--- config.mk ---
export PLATFORM = sky130hd
export DESIGN_NAME = pe_group_streamer
export DESIGN_NICKNAME = d
export VERILOG_FILES = /design/src/rtl/pe_stream_pkg.sv /design/src/rtl/stream_channel.sv /design/src/rtl/pe_group_streamer.sv
export SDC_FILE = /design/constraint.sdc
export NUM_CORES = 1
export LEC_CHECK = 0
export CAP_MARGIN = 25
export CORE_MARGIN = 3
export CORE_UTILIZATION = 45
export CTS_CLUSTER_SIZE = 8
export DETAILED_ROUTE_END_ITERATION = 7
export PLACE_DENSITY = 0.68
export SLEW_MARGIN = 20
export SYNTH_ARGS = -nofsm -noshare
export SYNTH_HDL_FRONTEND = slang
export SYNTH_HIERARCHICAL = 1
export SYNTH_SLANG_ARGS = --single-unit
--- constraint.sdc ---
create_clock -name clk -period 7.9 [get_ports clk]
set_input_delay 1.58 -clock clk [delete_from_list [all_inputs] [get_ports clk]]
set_output_delay 1.58 -clock clk [all_outputs]
set_load 0.01 [all_outputs]
--- src/rtl/pe_stream_pkg.sv ---
// Shared encodings and default tile geometry for the PE-group transmit streamer.
package pe_stream_pkg;

  localparam int W_SIZE  = 4;
  localparam int O_SIZE  = 4;
  localparam int I_SIZE  = W_SIZE + O_SIZE - 1;
  localparam int NUM_CH  = 3;
  localparam int STALL_W = 16;

  typedef enum logic [1:0] {
    SEL_W    = 2'd0,
    SEL_I    = 2'd1,
    SEL_O    = 2'd2,
    SEL_NONE = 2'd3
  } cfgSel_e;

  typedef enum logic [1:0] {
    ST_IDLE   = 2'd0,
    ST_STREAM = 2'd1,
    ST_FIN    = 2'd2
  } state_e;

  // Channel index 0/1/2 maps to the W/I/O buffer select code.
  function automatic cfgSel_e chanSel(input int c);
    case (c)
      0:       return SEL_W;
      1:       return SEL_I;
      default: return SEL_O;
    endcase
  endfunction

endpackage

--- src/rtl/stream_channel.sv ---
// One operand stream: host-loaded word buffer drained in address order over valid/rdy.
module stream_channel
  import pe_stream_pkg::*;
#(
  parameter int DataWidth = 32,
  parameter int Depth     = 4,
  parameter int CntWidth  = 3,
  parameter int AddrW     = 3
) (
  input  logic                 clk,
  input  logic                 rst,
  input  logic                 clr,
  input  logic                 active,
  input  logic                 wrEn,
  input  logic [AddrW-1:0]     wrAddr,
  input  logic [DataWidth-1:0] wrData,
  input  logic                 rdy,
  output logic                 valid,
  output logic [DataWidth-1:0] data,
  output logic                 fin,
  output logic                 lastHs
);

  localparam int IdxW = (Depth > 1) ? $clog2(Depth) : 1;

  logic [DataWidth-1:0] mem [Depth];
  logic [CntWidth-1:0]  cnt;
  logic                 inRange;
  logic                 wrHit;
  logic                 hs;
  logic [IdxW-1:0]      rdIdx;

  assign inRange = int'(cnt) < Depth;
  assign wrHit   = wrEn && (int'(wrAddr) < Depth);
  assign valid   = active && inRange;
  assign hs      = valid && rdy;
  // Park the read index at 0 once drained so the mux never sees an out-of-range address.
  assign rdIdx   = inRange ? cnt[IdxW-1:0] : '0;
  assign data    = mem[rdIdx];
  assign fin     = int'(cnt) == Depth;
  assign lastHs  = hs && (int'(cnt) == Depth - 1);

  always_ff @(posedge clk) begin
    if (rst) begin
      cnt <= '0;
      for (int i = 0; i < Depth; i++) mem[i] <= '0;
    end else begin
      if (wrHit) mem[wrAddr[IdxW-1:0]] <= wrData;
      if (clr)     cnt <= '0;
      else if (hs) cnt <= cnt + CntWidth'(1);
    end
  end

endmodule

--- src/rtl/pe_group_streamer.sv ---
// Drives the PE group's W/I/O receive streams from a host-loaded tile.
// Optional stall counter enabled by defining STREAMER_STALL_CNT_EN.
module pe_group_streamer
  import pe_stream_pkg::*;
#(
  parameter int DataWidth = 32,
  parameter int W_Size    = W_SIZE,
  parameter int O_Size    = O_SIZE,
  parameter int I_Size    = W_Size + O_Size - 1,
  parameter int CntWidth  = 3
) (
  input  logic                 clk,
  input  logic                 rst,
  input  logic                 CfgWrEn,
  input  logic [1:0]           CfgWrSel,
  input  logic [2:0]           CfgWrAddr,
  input  logic [DataWidth-1:0] CfgWrData,
  input  logic                 Start,
  output logic                 Busy,
  output logic                 Done,
  output logic                 W_DataOutValid,
  input  logic                 W_DataOutRdy,
  output logic [DataWidth-1:0] W_DataOut,
  output logic                 I_DataOutValid,
  input  logic                 I_DataOutRdy,
  output logic [DataWidth-1:0] I_DataOut,
  output logic                 O_DataOutValid,
  input  logic                 O_DataOutRdy,
  output logic [DataWidth-1:0] O_DataOut,
  output logic [15:0]          StallCount
);

  state_e state, stateNext;
  logic   startAcc;
  logic   active;
  logic   allDone;

  logic [NUM_CH-1:0]                chValid, chRdy, chFin, chLastHs, chWrEn;
  logic [NUM_CH-1:0][DataWidth-1:0] chData;

  assign active  = state == ST_STREAM;
  assign chRdy   = {O_DataOutRdy, I_DataOutRdy, W_DataOutRdy};
  // A channel counts as finished if it already is, or its last word is taken this cycle.
  assign allDone = &(chFin | chLastHs);

  for (genvar c = 0; c < NUM_CH; c++) begin : gCh
    localparam int Depth = (c == 0) ? W_Size : (c == 1) ? I_Size : O_Size;

    assign chWrEn[c] = CfgWrEn && (state == ST_IDLE) && (CfgWrSel == chanSel(c));

    stream_channel #(
      .DataWidth(DataWidth),
      .Depth    (Depth),
      .CntWidth (CntWidth),
      .AddrW    (3)
    ) uCh (
      .clk   (clk),
      .rst   (rst),
      .clr   (startAcc),
      .active(active),
      .wrEn  (chWrEn[c]),
      .wrAddr(CfgWrAddr),
      .wrData(CfgWrData),
      .rdy   (chRdy[c]),
      .valid (chValid[c]),
      .data  (chData[c]),
      .fin   (chFin[c]),
      .lastHs(chLastHs[c])
    );
  end

  assign W_DataOutValid = chValid[0];
  assign I_DataOutValid = chValid[1];
  assign O_DataOutValid = chValid[2];
  assign W_DataOut      = chData[0];
  assign I_DataOut      = chData[1];
  assign O_DataOut      = chData[2];

  always_ff @(posedge clk) begin
    if (rst) state <= ST_IDLE;
    else     state <= stateNext;
  end

  always_comb begin
    stateNext = state;
    startAcc  = 1'b0;
    case (state)
      ST_IDLE: if (Start) begin
        startAcc  = 1'b1;
        stateNext = ST_STREAM;
      end
      ST_STREAM: if (allDone) stateNext = ST_FIN;
      ST_FIN:    stateNext = ST_IDLE;
      default:   stateNext = ST_IDLE;
    endcase
  end

  assign Busy = state != ST_IDLE;
  assign Done = state == ST_FIN;

`ifdef STREAMER_STALL_CNT_EN
  logic [STALL_W-1:0] stallCnt;
  logic               stall;

  assign stall = |(chValid & ~chRdy);

  always_ff @(posedge clk) begin
    if (rst)                                   stallCnt <= '0;
    else if (startAcc)                         stallCnt <= '0;
    else if (stall && (stallCnt != '1))        stallCnt <= stallCnt + STALL_W'(1);
  end

  assign StallCount = stallCnt;
`else
  assign StallCount = '0;
`endif

endmodule

==> results.md, run 1 <==
* Buffer and inverter count on the worst path at 2
* Final setup viols at 0
* Pin count of the biggest net entering global routing at 65
* Starting Density at 0.459
* Vias in the first global route at 15000
* Hold Path Class: reg -> reg
* Routed wire length per instance at approximately 22 µm
* Post-placement cell area at around 0.024 mm²
* RD Place Congestion at 0.779
* Critical Path Source Type: register
* Area Overhead vs Synth at 17.0%
* DR vias at between 10000 and 15000
* Sequential area share after synthesis at 0.633
* Sink Count at just under 500
* Pwr dens at 230 mW/mm²
* R2r endpoint: state[0]$_SDFFE_PP0P_
* Depth of the worst register-to-register path at 6
* Vias per cell at 5.51
* Fin nets at ~2000
* Multiplexer share of the synthesized area at 0.0474
* Arrival @ worst endpoint at between 3000 and 4000 ps
* Crit path kind: reg -> out
* Layout Skew at a little over 10 ps
* Number of synthesized flops with an enable pin at 448
* Worst-Margin Slew at 972 ps
* First-pass GRT wire length at around 88000 µm
* Cell row count at just over 80
* Main combinational cell family by area after synthesis: simple AND/OR/NAND/NOR gates
* Slowest cell on the critical path: dfxtp_2
* Worst path required time at 6320 ps
* Gate power share at 0.066
* Yosys warning total at 6
* Post-synth top area cell: edfxtp_1
* Antenna violations before repair at 2
* Internal at approximately 4.8 mW
* CP Capture Type: output pin
* Maxcap violations at 0
* Top_reg_cell synth: edfxtp_1
* Final instance area at 0.0264 mm²
* Final core occ at 0.537
* Critical path cell sequence: buf_4, or2b_2, o22ai_1, a221oi_1, clkdlybuf4s50_1
* Simple-Gate Fraction of Synth Area at 0.182
* Die Ht at 230 µm
* Maximum fanout along the worst path at 32
* Share of cells above drive strength 1 at 0.121
* Area fraction in compound gates after synthesis at 0.0867
* I/O pin count at approximately 160
* Later-pin clock latency in the skew report at between 500 and 600 ps
* Hold Crit Depth at 2
* Place WS at around 2200 ps
* Top-count cell post-synth: edfxtp_1
* DR iter-0 viols at ~1100
* Die ar. at about 0.053 mm²
* Cts hold-fix bufs at 0
* Post-Synth Adder-Cell Area at 0.00498
* Total CTS buffers at 71
* P_sw at 1.30 mW
* Clock power frac at 0.449
* Post-route DRC at 0
* Ys async rst share at 0
* FF-to-FF setup slack at approximately 4400 ps
* Crit path time final at 5510 ps
* Drt first pass iters at 5
* Sequential power share at 0.484
* Mapped Cells at approximately 1800
* Hold Path End: gCh[1].uCh/mem[6][28]$_SDFFE_PP0P_
* Max Clk Rate at ~0.18 GHz
* PostCTS Resize Cnt at 0
* Reg-to-Reg Start: gCh[1].uCh/cnt[1]$_SDFFE_PP0P_
* Seq cells post-synth at a little under 500
* GRT Total Usage at 0.218
* Clock slew at reported path FFs at 50 ps
* Leak pwr at between 9 and 10 nW
* Clock buffer depth at 3
* CTS tree: done
* Avg Cell Area, Syn at between 10 and 15 µm²
* Synth unique cells at 49
* Final hold vios at 0
* Die X-Extent at between 200 and 250 µm
* Synthesized cell area at 0.0226 mm²
* Final period utilization at 0.698
* Post-Synth XOR/XNOR Area at 0.00116
* Number of setup buffers added after CTS at 0
* Total power at approximately 6 mW
* Remaining antenna violation count after routing at 0
* Crit-path max cell delay at 760 ps
* Placeable Area at about 0.049 mm²
* RSZ-0062 raised after global routing: no
* Worst vdd ir at 0.000157 V
* Status: finished clean
* Synth top area share at 0.595
* Max Slew Vio Count at 0
* Routed Wire Length at between 50000 and 60000 µm
* Hold Startpoint: gCh[1].uCh/mem[6][28]$_SDFFE_PP0P_
* Setup TNS at 0 ps
* Post-DP HPWL at between 30000 and 40000 µm
* Delay-heaviest family, CP: buffers and inverters
* Clk root buf: clkbuf_16
* Max_slew headroom at 0.351
* Setup ws final at around 2400 ps
* Synth top cells by count: 448 x edfxtp_1, 352 x and2_1, 181 x nand2_1, 170 x nor2_1, 70 x clkbuf_1
* PortBufs at roughly 140
* Ranking of synthesized cells by area: edfxtp_1 60%, and2_1 9.7%, dfxtp_1 3.8%
* GRT Residual Overflow at 0
* H-Tree Depth at 3
* Sw Share at 0.213
-- layout by cell type (no fill, tap or decap), types with 8 or more instances in the layout --
cell / instances
nor2_1: 169
a221oi_2: 29
conb_1: 16
a21oi_1: 26
inv_1: 42
nand3b_1: 9
a31oi_1: 64
and2_1: 351
clkbuf_1: 38
a211oi_1: 65
o21ai_0: 20
clkdlybuf4s50_1: 144
buf_4: 23
or2_2: 8
nand3_1: 9
mux2_2: 63
clkbuf_16: 73
dfxtp_1: 39
edfxtp_1: 448
mux2i_1: 35
nand2_1: 180
o22ai_1: 52
ha_1: 9
-- worst register-to-register path: cells and delay by family (launching register included) --
kind                   cells  cell delay (ps)
AOI/OAI and AO/OA          2              600
DFF                        1              760
buffers and inverters      1              480
and+or+nand+nor            3             1650
-- power groups by stage --
stage,Combinational [mW],Clock (mW),Sequential (mW)
2_1_floorplan,0.212,0,2.98
3_3_place_gp,0.399,0,3.00
3_5_place_dp,0.405,0,3.00
4_1_cts,0.407,2.79,2.95
5_1_grt,0.430,2.90,2.96
6_report,0.403,2.74,2.95
-- per-stage QoR --
stage	hold slack, ps	std cells
floorplan	437	1849
global placement	443	2536
detailed placement	454	2541
CTS	461	2653
global route	487	2658
finish	465	2659
-- final cells by class --
class,instances,area (µm²)
well taps,664,831
diodes,1,2.50
clock buffers,111,1970
multi-input cells,1171,7380
inverters,44,166
repair buffers,176,1740
flip-flops and latches,491,14300
fillers,4156,22800
clock inverters,1,30.0
-- state kept, by name (all words and copies together) (netlist names) --
name / flops
gCh.uCh/cnt: 9
gCh.uCh/mem: 480
state: 2
-- metal layers --
layer | vias to the layer above | track usage | part of all wire
met3 | 113 | 0.0442 | 0.070
li1 | 6773 | - | -
met4 | 2 | 0.0680 | 0.026
met2 | 512 | 0.366 | 0.49
met1 | 7244 | 0.284 | 0.42
met5 | - | 0 | 0.00017
-- kinds of logic after synthesis --
group	after synthesis
AOI/OAI and AO/OA	265
xor gates and xnor gates	3
adders and majority gates	9
buffers and inverters	187
DFF	491
muxes	99
other	1
and+or+nand+nor	779
-- how the worst max path moves through the flow --
stage | from | end | depth (start not counted)
finish | gCh[1].uCh/cnt[1]$_SDFFE_PP0P_ | I_DataOut[21] | 5
global route | gCh[1].uCh/cnt[1]$_SDFFE_PP0P_ | I_DataOut[21] | 5
CTS | gCh[1].uCh/cnt[1]$_SDFFE_PP0P_ | I_DataOut[21] | 5
detailed placement | CfgWrEn | gCh[0].uCh/mem[2][0]$_SDFFCE_PN0P_ | 6
global placement | CfgWrEn | gCh[0].uCh/mem[2][5]$_SDFFCE_PN0P_ | 6
floorplan | CfgWrEn | gCh[2].uCh/mem[2][0]$_SDFFCE_PN0P_ | 5
No activity file was read; power rests on OpenSTA's default activity.
==> inputs of run 2 (changes only) <==
==> constraint.sdc (replaced) <==
create_clock -name clk -period 5.6 [get_ports clk]
set_input_delay 1.12 -clock clk [delete_from_list [all_inputs] [get_ports clk]]
set_output_delay 1.12 -clock clk [all_outputs]
set_load 0.01 [all_outputs]
==> results.md, run 2 (synthesis results as in run 1) <==
* PostCTS Resize Cnt at 0 (unchanged)
* Worst vdd ir at 0.000210 V (+34%)
* Crit path time final at ~4600 ps
* Largest regs: gCh.uCh/mem x480, gCh.uCh/cnt x9, state x2
* Depth of the worst register-to-register path at 6 (unchanged)
* Pwr dens at 327 mW/mm² (+42%)
* Drt first pass iters at 5 (unchanged)
* Routed wire length per instance at 21.6 µm (-1.2%)
* Leak pwr at 9.59 nW (+0.71%)
* Vias per cell at 5.50 (about the same)
* Crit-path max cell delay at 770 ps (about the same)
* Fillers at 4161 (+0.12%)
* Post-route DRC at 0 (unchanged)
* Max Clk Rate at between 0.2 and 0.25 GHz
* Area Overhead vs Synth at 17.6%
* Hold Crit Depth at 2 (unchanged)
* DR vias at 14700 (+0.70%)
* I/O pin count at 161 (unchanged)
* Sink Count at 491 (unchanged)
* First-pass GRT wire length at 88300 µm (-0.17%)
* Slowest cell on the critical path: or2b_2
* Maximum fanout along the worst path at 33 (+3.1%)
* Critical path cell sequence: buf_4, or2b_2, o22ai_1, a221oi_1, clkdlybuf4s50_1
* Crit path kind: reg -> out
* Worst-Margin Slew at 898 ps (-73.6 ps)
* Placed cell count at 2554 (+0.51%)
* CP Capture Type: output pin
* Reg-to-Reg Start: state[1]$_SDFFE_PP0P_
* GRT Total Usage at 0.217 (-0.000598)
* Final period utilization at 0.817
* Cts hold-fix bufs at 0 (unchanged)
* Clock slew at reported path FFs at 50 ps (about the same)
* Final core occ at 0.539 (+0.00249)
* PortBufs at 144 (unchanged)
* Vias in the first global route at 14900 (-0.59%)
* GRT Residual Overflow at 0 (unchanged)
* Cell row count at 81 (unchanged)
* Number of setup buffers added after CTS at 0 (unchanged)
* Later-pin clock latency in the skew report at 590 ps (+20 ps)
* Routed Wire Length at 57900 µm (-0.48%)
* Hold WS at 458 ps (-7.32 ps)
* Die ar. at 0.0529 mm² (unchanged)
* CTS tree: done
* Non-Filler Instances at 2679 (+0.75%)
* Remaining antenna violation count after routing at 0 (unchanged)
* Max Slew Vio Count at 0 (unchanged)
* Arrival @ worst endpoint at 3460 ps (-470 ps)
* Clk root buf: clkbuf_16
* Fin nets at 2017 (+0.45%)
* R2r endpoint: gCh[0].uCh/mem[1][22]$_SDFFCE_PN0P_
* Total CTS buffers at 71 (unchanged)
* RSZ-0062 raised after global routing: no
* DR iter-0 viols at 1316 (+22%)
* Total power at 8.70 mW (+43%)
* Post-DP HPWL at 35400 µm (+0.85%)
* Starting Density at 0.459 (unchanged)
* RD Place Congestion at 0.803 (+3.0%)
* Hold Path Class: reg -> reg
* Antenna violations before repair at 4 (+2)
* Max reg flops at 480 (unchanged)
* Critical Path Source Type: register
* Commonest non-fill, non-tap cells in the layout: 448 x edfxtp_1, 352 x and2_1, 181 x nand2_1
* H-Tree Depth at 3 (unchanged)
* Placeable Area at 0.0493 mm² (unchanged)
* Final setup viols at 0 (unchanged)
* Layout Skew at 10.9 ps (+0.786 ps)
* Top reg by flops: gCh.uCh/mem
* Most common cell after layout, fill and taps aside: edfxtp_1
* Worst path required time at 4480 ps (-1840 ps)
* Hold Path End: gCh[1].uCh/mem[6][28]$_SDFFE_PP0P_
* Max_slew headroom at 0.401 (+0.0506)
* Clock buffer depth at 3 (unchanged)
* Hold Startpoint: gCh[1].uCh/mem[6][28]$_SDFFE_PP0P_
* Setup TNS at 0 ps (unchanged)
* Maxcap violations at 0 (unchanged)
* Status: finished clean
* Pin count of the biggest net entering global routing at 45 (-31%)
* Die Ht at 230 µm (unchanged)
* Final hold vios at 0 (unchanged)
* Share of cells above drive strength 1 at 0.125 (+0.00376)
* FF-to-FF setup slack at 2290 ps (-2070 ps)
* Die X-Extent at 230 µm (unchanged)
## run 2: cell types whose count changed in the layout (fill, tap and decap cells not counted), sizes merged
cell,delta
bufinv,-1
inv,+3
clkinvlp,+1
buf,+9
clkbuf,+8
## run 2: worst max-delay path: cells and delay by family, from the launching register on
kind            cells  cell delay, ps
simple gates        1             770
flops               1             440
buf+inv             2             990
compound gates      2             670
## run 2: per-stage QoR
| stage | instance area (µm²) | setup slack (ps) |
|---|---|---|
| after detailed placement | 24500 | 1080 |
| after global routing | 26600 | 767 |
| final | 26600 | 1020 |
| after CTS | 26600 | 1020 |
| after global placement | 24500 | 1070 |
| after floorplan | 22700 | 2240 |
## run 2: metal layers
metal,track usage,part of all wire,up-vias
met4,0.0725,0.026,0
met1,0.289,0.42,7315
li1,-,-,6791
met5,0,0,-
met2,0.355,0.48,531
met3,0.0447,0.071,109
## run 2: where the power goes
part           leakage [nW]  internal [mW]  switching (mW)
clock network         0.990           2.46            1.50
logic                  3.58          0.230           0.345
registers              5.02           4.12          0.0406
total                  9.59           6.81            1.89
## run 2: how the worst max path moves through the flow
stage               slack, ps                            from  cells after the start                             endpoint
finish                   1020  gCh[1].uCh/cnt[2]$_SDFFE_PP0P_                      5                        I_DataOut[21]
global route              770  gCh[1].uCh/cnt[2]$_SDFFE_PP0P_                      5                        I_DataOut[21]
CTS                      1020  gCh[1].uCh/cnt[2]$_SDFFE_PP0P_                      5                        I_DataOut[21]
detailed placement       1080                         CfgWrEn                      7  gCh[0].uCh/mem[1][25]$_SDFFCE_PN0P_
global placement         1070                         CfgWrEn                      7  gCh[0].uCh/mem[1][25]$_SDFFCE_PN0P_
floorplan                2240                         CfgWrEn                      5   gCh[2].uCh/mem[2][0]$_SDFFCE_PN0P_
## run 2: cell type report
class | instances | area [µm²] | area share
sequential | 491 | 14300 | 0.539
inverter | 44 | 165 | 0.00622
timing repair buffer | 185 | 1810 | 0.0680
antenna | 1 | 2.50 | 0.0000942
clock buffer | 119 | 2040 | 0.0768
multi-input combinational | 1171 | 7370 | 0.277
clock inverter | 4 | 33.8 | 0.00127
tap | 664 | 831 | 0.0313
